==> src/rtl/mips_pkg.sv <==
// Shared definitions for the MIPS core: fetch FSM encoding, reset PC and bubble instruction.
package mips_pkg;

    typedef enum logic [1:0] {
        FETCH_RUN   = 2'd0,
        FETCH_HOLD  = 2'd1,
        FETCH_DRAIN = 2'd2
    } fetchState_t;

    localparam logic [31:0] RESET_PC_DEFAULT  = 32'h0000_0000;
    localparam logic [31:0] NOP_INSTR_DEFAULT = 32'h0000_0000;

    function automatic logic [31:0] pcPlus4(input logic [31:0] pc);
        return pc + 32'd4;
    endfunction

endpackage

==> src/rtl/if_id_reg.sv <==
// IF/ID pipeline register: {InstrD, PCPlus4D, ValidD}, enabled by ~StallD, with bubble load.
module if_id_reg
    import mips_pkg::*;
#(
    parameter logic [31:0] NOP_INSTR = NOP_INSTR_DEFAULT
) (
    input  logic        clk,
    input  logic        rst,
    input  logic        en,
    input  logic        bubble,
    input  logic [31:0] instrIn,
    input  logic [31:0] pcPlus4In,
    output logic [31:0] InstrD,
    output logic [31:0] PCPlus4D,
    output logic        ValidD
);

    always_ff @(posedge clk or posedge rst) begin
        if (rst) begin
            InstrD   <= NOP_INSTR;
            PCPlus4D <= 32'd0;
            ValidD   <= 1'b0;
        end else if (en) begin
            if (bubble) begin
                InstrD   <= NOP_INSTR;
                PCPlus4D <= 32'd0;
                ValidD   <= 1'b0;
            end else begin
                InstrD   <= instrIn;
                PCPlus4D <= pcPlus4In;
                ValidD   <= 1'b1;
            end
        end
    end

endmodule

==> src/rtl/fetch_stage.sv <==
// IF stage: PC register, imem req/ready handshake, one-entry skid buffer and redirect drain.
// Handshake: a fetch completes when ImemReqF & ImemReadyF; ImemAddrF (= PCF) is held while ImemReqF waits.
module fetch_stage
    import mips_pkg::*;
#(
    parameter logic [31:0] RESET_PC  = RESET_PC_DEFAULT,
    parameter logic [31:0] NOP_INSTR = NOP_INSTR_DEFAULT
) (
    input  logic        clk,
    input  logic        rst,
    input  logic        StallF,
    input  logic        StallD,
    input  logic        PCSrcD,
    input  logic        jump,
    input  logic [31:0] PCBranchD,
    output logic        ImemReqF,
    output logic [31:0] ImemAddrF,
    input  logic [31:0] ImemRdataF,
    input  logic        ImemReadyF,
    output logic [31:0] PCF,
    output logic [31:0] InstrD,
    output logic [31:0] PCPlus4D,
    output logic        ValidD,
    output fetchState_t dbgStateF
);

    fetchState_t state;
    logic [31:0] skid;
    logic [31:0] redirTgt;

    logic        stall;
    logic        redirect;
    logic        completion;
    logic [31:0] target;
    logic        deliver;
    logic [31:0] ifWord;

    assign stall      = StallF | StallD;
    assign redirect   = (PCSrcD | jump) & ~StallD;
    assign completion = ImemReqF & ImemReadyF;
    assign target     = jump ? {PCPlus4D[31:28], InstrD[25:0], 2'b00} : PCBranchD;
    assign ImemAddrF  = PCF;
    assign dbgStateF  = state;

    // Only a completed fetch or a released skid entry reaches decode; everything else is a bubble.
    always_comb begin
        deliver = 1'b0;
        ifWord  = ImemRdataF;
        case (state)
            FETCH_RUN:  deliver = completion & ~redirect & ~stall;
            FETCH_HOLD: begin
                deliver = ~redirect & ~stall;
                ifWord  = skid;
            end
            default:    deliver = 1'b0;
        endcase
    end

    always_ff @(posedge clk or posedge rst) begin
        if (rst) begin
            state    <= FETCH_RUN;
            PCF      <= RESET_PC;
            ImemReqF <= 1'b0;
            skid     <= 32'd0;
            redirTgt <= 32'd0;
        end else begin
            case (state)
                FETCH_RUN: begin
                    if (!ImemReqF) begin
                        // First cycle out of reset: nothing outstanding, so a redirect is immediate.
                        ImemReqF <= 1'b1;
                        if (redirect) PCF <= target;
                    end else if (redirect && completion) begin
                        PCF <= target;
                    end else if (redirect) begin
                        redirTgt <= target;
                        state    <= FETCH_DRAIN;
                    end else if (completion && !stall) begin
                        PCF <= pcPlus4(PCF);
                    end else if (completion) begin
                        skid     <= ImemRdataF;
                        ImemReqF <= 1'b0;
                        state    <= FETCH_HOLD;
                    end
                end
                FETCH_HOLD: begin
                    if (redirect) begin
                        PCF      <= target;
                        ImemReqF <= 1'b1;
                        state    <= FETCH_RUN;
                    end else if (!stall) begin
                        PCF      <= pcPlus4(PCF);
                        ImemReqF <= 1'b1;
                        state    <= FETCH_RUN;
                    end
                end
                FETCH_DRAIN: begin
                    // The old request must finish before the new address may be presented.
                    if (redirect) redirTgt <= target;
                    if (completion) begin
                        PCF   <= redirect ? target : redirTgt;
                        state <= FETCH_RUN;
                    end
                end
                default: begin
                    state    <= FETCH_RUN;
                    ImemReqF <= 1'b1;
                end
            endcase
        end
    end

    if_id_reg #(.NOP_INSTR(NOP_INSTR)) u_if_id (
        .clk       (clk),
        .rst       (rst),
        .en        (~StallD),
        .bubble    (~deliver),
        .instrIn   (ifWord),
        .pcPlus4In (pcPlus4(PCF)),
        .InstrD    (InstrD),
        .PCPlus4D  (PCPlus4D),
        .ValidD    (ValidD)
    );

endmodule
==> config.mk <==
export PLATFORM = sky130hd
export DESIGN_NAME = fetch_stage
export DESIGN_NICKNAME = d
export VERILOG_FILES = /design/src/rtl/mips_pkg.sv /design/src/rtl/if_id_reg.sv /design/src/rtl/fetch_stage.sv
export SDC_FILE = /design/constraint.sdc
export NUM_CORES = 1
export LEC_CHECK = 0
export BUFFER_PORTS_ARGS = -buffer_cell sky130_fd_sc_hd__buf_2
export CORE_MARGIN = 5
export CORE_UTILIZATION = 45
export CTS_CLUSTER_SIZE = 16
export DETAILED_ROUTE_END_ITERATION = 8
export HOLD_SLACK_MARGIN = 0.15
export PLACE_DENSITY = 0.65
export RECOVER_POWER = 25
export SLEW_MARGIN = 20
export SYNTH_ARGS = -nofsm -noshare
export SYNTH_HDL_FRONTEND = slang
export SYNTH_HIERARCHICAL = 1
export SYNTH_SLANG_ARGS = --single-unit
==> constraint.sdc <==
create_clock -name clk -period 4.25 [get_ports clk]
set_input_delay 0.425 -clock clk [delete_from_list [all_inputs] [get_ports clk]]
set_output_delay 0.425 -clock clk [all_outputs]
set_load 0.02 [all_outputs]
==> results.md <==
* 1st-pass router iterations at 7
* Syn-to-layout area delta at 16.11%
* Top post-synthesis cells by area: dfrtp_1 (46%), mux2_2 (9.1%), a22o_1 (6.6%), mux2i_1 (3.2%), a21oi_1 (3.1%)
* Final setup vio count at 0
* Hold_sp: ImemRdataF[17]
* Hold Path Stages at 2
* Reg2reg setup slack at between 1 and 1.5 ns
* Drt wl/cell at roughly 20 µm
* Starting density of the core at 0.4599
* Syn Nets at about 960
* Vias/cell at 5.680
* Worst path slowest cell: or3b_1
* # nets final at 1092
* Synth async-reset ratio at 1.000
* Port Buf Inserts at roughly 200
* Warnings, synthesis at 6
* Tot Pwr at approximately 0.0071 W
* DP Wirelength at 17980 µm
* Area leader, netlist: dfrtp_1
* Clock Latency Late Sink at 0.42 ns
* DR DRC count at 0
* First-pass GRT wire length at around 40000 µm
* Die area at 22950 µm²
* Core area at around 20000 µm²
* Unique masters post-synth at 66
* Worst setup EP type: flip-flop
* CP bufs+invs at 2
* Clock Pin Slew Worst Setup and Hold Paths at 0.07 ns
* Via count at about 7300
* CTS Buffer Depth at 2
* CTS resizes at 0
* Final Max Tran Viols at between 100 and 150
* CP max stage delay at slightly above 0.8 ns
* Hold_ws at 0.2459 ns
* Antenna diodes at 0
* Relative slew slack at -0.9681
* Req. time, crit path at 4.55 ns
* Syn avg cell area at just over 10 µm²
* Max Clock Skew at about 0.0077 ns
* Peak VDD IR at ~340 µV
* Post-Route WL at around 25000 µm
* CTS tree: built
* Crit-path cells: inv_1 -> ha_1 -> a2bb2oi_1 -> o21ai_1 -> nand2_1 -> or3b_1 -> buf_4 -> a211oi_1 -> a221o_1
* Post-synth EDFFs at 0
* Hold endpoint: skid[17]$_DFFE_PP0P_
* Num rows at 51
* Reg2Reg Capture Point: ImemAddrF[28]$_DFFE_PP0P_
* Crit start category: flip-flop
* Gp weighted congestion at between 0.8 and 0.9
* Critical path type: flip-flop to flip-flop
* Hold Crit Class: input pin to flip-flop
* R2R cell count at 9
* Post-DP Area at slightly below 10000 µm²
* Die height at between 150 and 200 µm
* Antenna-violating nets left at 0
* P_leak at 4.919 nW
* Hold Buf Count CTS at 0
* Seq/Total Area, Yosys at 0.4555
* Fin crit share at 0.7019
* Largest net degree at the start of global routing at 76
* Worst Max-Slew Pin Slew at approximately 3 ns
* Post-Syn Area at roughly 9000 µm²
* Max Cap Viol at 3
* Fmax achieved at 335.2 MHz
* Vias in the first global route at 7013
* Failing checks: max-capacitance violations, max-slew violations
* Final instance area at 10460 µm²
* Critical Path AT at 3.29 ns
* Global Route Usage Sum at 0.2231
* Setup repair bufs after CTS at 0
* GRT Residual Overflow at 0
* Layout cell share with drive strength beyond 1 at 0.3259
* Outcome: finished, violations left
* Worst path top cell family by delay: simple AND/OR/NAND/NOR gates
* Flops & latches, synth at around 160
* Io pins at around 200
* TritonCTS Buffers at 17
* RSZ-0062 raised after global routing: false
* Setup TNS at 0 ns
* Clk sink count at about 160
* Final min period at between 2 and 3 ns
* CP Max Fanout at 31
* Dominant synthesized flop cell: dfrtp_1
* H-tree depth at 4
* Initial DRC count at 743
* Antenna violations before repair at 1
* Hold Vio Cnt, Final at 0
* Mapped Cells at between 800 and 900
* R2R Path Start: dbgStateF[0]$_DFFE_PP0P_
* Yosys top cell area share at 0.4555
* Die width at between 150 and 200 µm
* Root buffer cell: clkbuf_16
* Power Density at between 600 and 700 nW/µm²
-- Yosys cell counts (all sizes together) (4+ instances only) --
cell / n
or2: 5
o31ai: 7
buf: 73
nand3: 17
a21o: 5
dfrtp: 164
mux2: 73
ha: 5
a22o: 68
xnor2: 17
mux2i: 29
clkbuf: 31
nor4: 4
a21oi: 56
a211oi: 11
or3: 6
nand4: 6
and2: 5
o2bb2ai: 8
inv: 16
nor3: 20
or4: 9
and4: 4
and3: 8
xor2: 10
a221oi: 8
nand2: 57
o211ai: 6
o21ai: 67
nor2: 53
-- where the power goes --
part / internal, W / switching (W)
sequential: 0.00204 / 0.000453
clock: 0.000871 / 0.000670
combinational: 0.00120 / 0.00189
-- area by class of cell --
class                           instances  area (µm²)
Multi-Input combinational cell        599        4247
Timing Repair Buffer                  218        1139
Clock buffer                           17       425.4
Clock inverter                         14       155.1
Fill cell                            1814        9129
Sequential cell                       164        4104
Tap cell                              265       331.6
Inverter                               16       60.06
-- logic make-up after synthesis --
kind of cell    synth area share
buf+inv                  0.07568
simple gates              0.1118
fa+ha+maj               0.006943
compound gates            0.2004
flops                     0.4555
xor+xnor                 0.02625
mux                       0.1235
-- flip-flops by register name, indices dropped and copies added (netlist names) --
| name | cells |
|---|---|
| ImemAddrF | 32 |
| redirTgt | 32 |
| skid | 32 |
| u_if_id/InstrD | 32 |
| u_if_id/PCPlus4D | 32 |
| dbgStateF | 2 |
| ImemReqF | 1 |
| u_if_id/ValidD | 1 |
-- metal layers --
layer	vias up	GRT usage	share of wire
li1	3478	-	-
met1	3478	0.3557	0.48
met2	347	0.3156	0.42
met3	39	0.03688	0.080
met4	2	0.05121	0.015
met5	-	0	0.00028
-- layout by cell type, fill, tap and decap left out, types with 5 or more instances in the layout --
cell type	Yosys	final
a211oi_1	10	10
a21o_1	5	5
a21oi_1	55	55
a221oi_1	8	8
a22o_1	68	68
and3_1	8	8
buf_2	23	201
buf_4	34	14
clkbuf_16	0	17
dfrtp_1	164	164
inv_1	16	15
mux2_2	73	73
mux2i_1	29	29
nand2_1	57	57
nand3_1	17	17
nand4_1	5	5
nor2_1	53	51
nor3_1	20	20
o211ai_1	6	6
o21ai_0	47	47
o21ai_1	20	20
o2bb2ai_1	8	8
o31ai_1	7	7
or3_1	6	6
or4_1	7	7
xnor2_1	17	17
xor2_1	10	10
-- through the flow --
step,util,worst slack [ns],cells
global placement,0.5048,1.390,1262
detailed placement,0.5048,1.309,1262
floorplan,-,1.235,883
global route,0.5340,0.8389,1293
CTS,0.5344,1.281,1293
finish,0.5340,1.267,1293
-- worst max path at each step --
stage | start | end | slack [ns] | depth (start not counted)
2_1_floorplan | rst | ImemAddrF[0]$_DFFE_PP0P_ | 1.23 | 1
3_3_place_gp | dbgStateF[0]$_DFFE_PP0P_ | ImemAddrF[21]$_DFFE_PP0P_ | 1.39 | 9
3_5_place_dp | dbgStateF[0]$_DFFE_PP0P_ | ImemAddrF[28]$_DFFE_PP0P_ | 1.31 | 9
4_1_cts | dbgStateF[0]$_DFFE_PP0P_ | ImemAddrF[28]$_DFFE_PP0P_ | 1.28 | 9
5_1_grt | rst | ImemAddrF[3]$_DFFE_PP0P_ | 0.84 | 2
6_report | dbgStateF[0]$_DFFE_PP0P_ | ImemAddrF[28]$_DFFE_PP0P_ | 1.27 | 9
No activity file was read; power rests on OpenSTA's default activity.
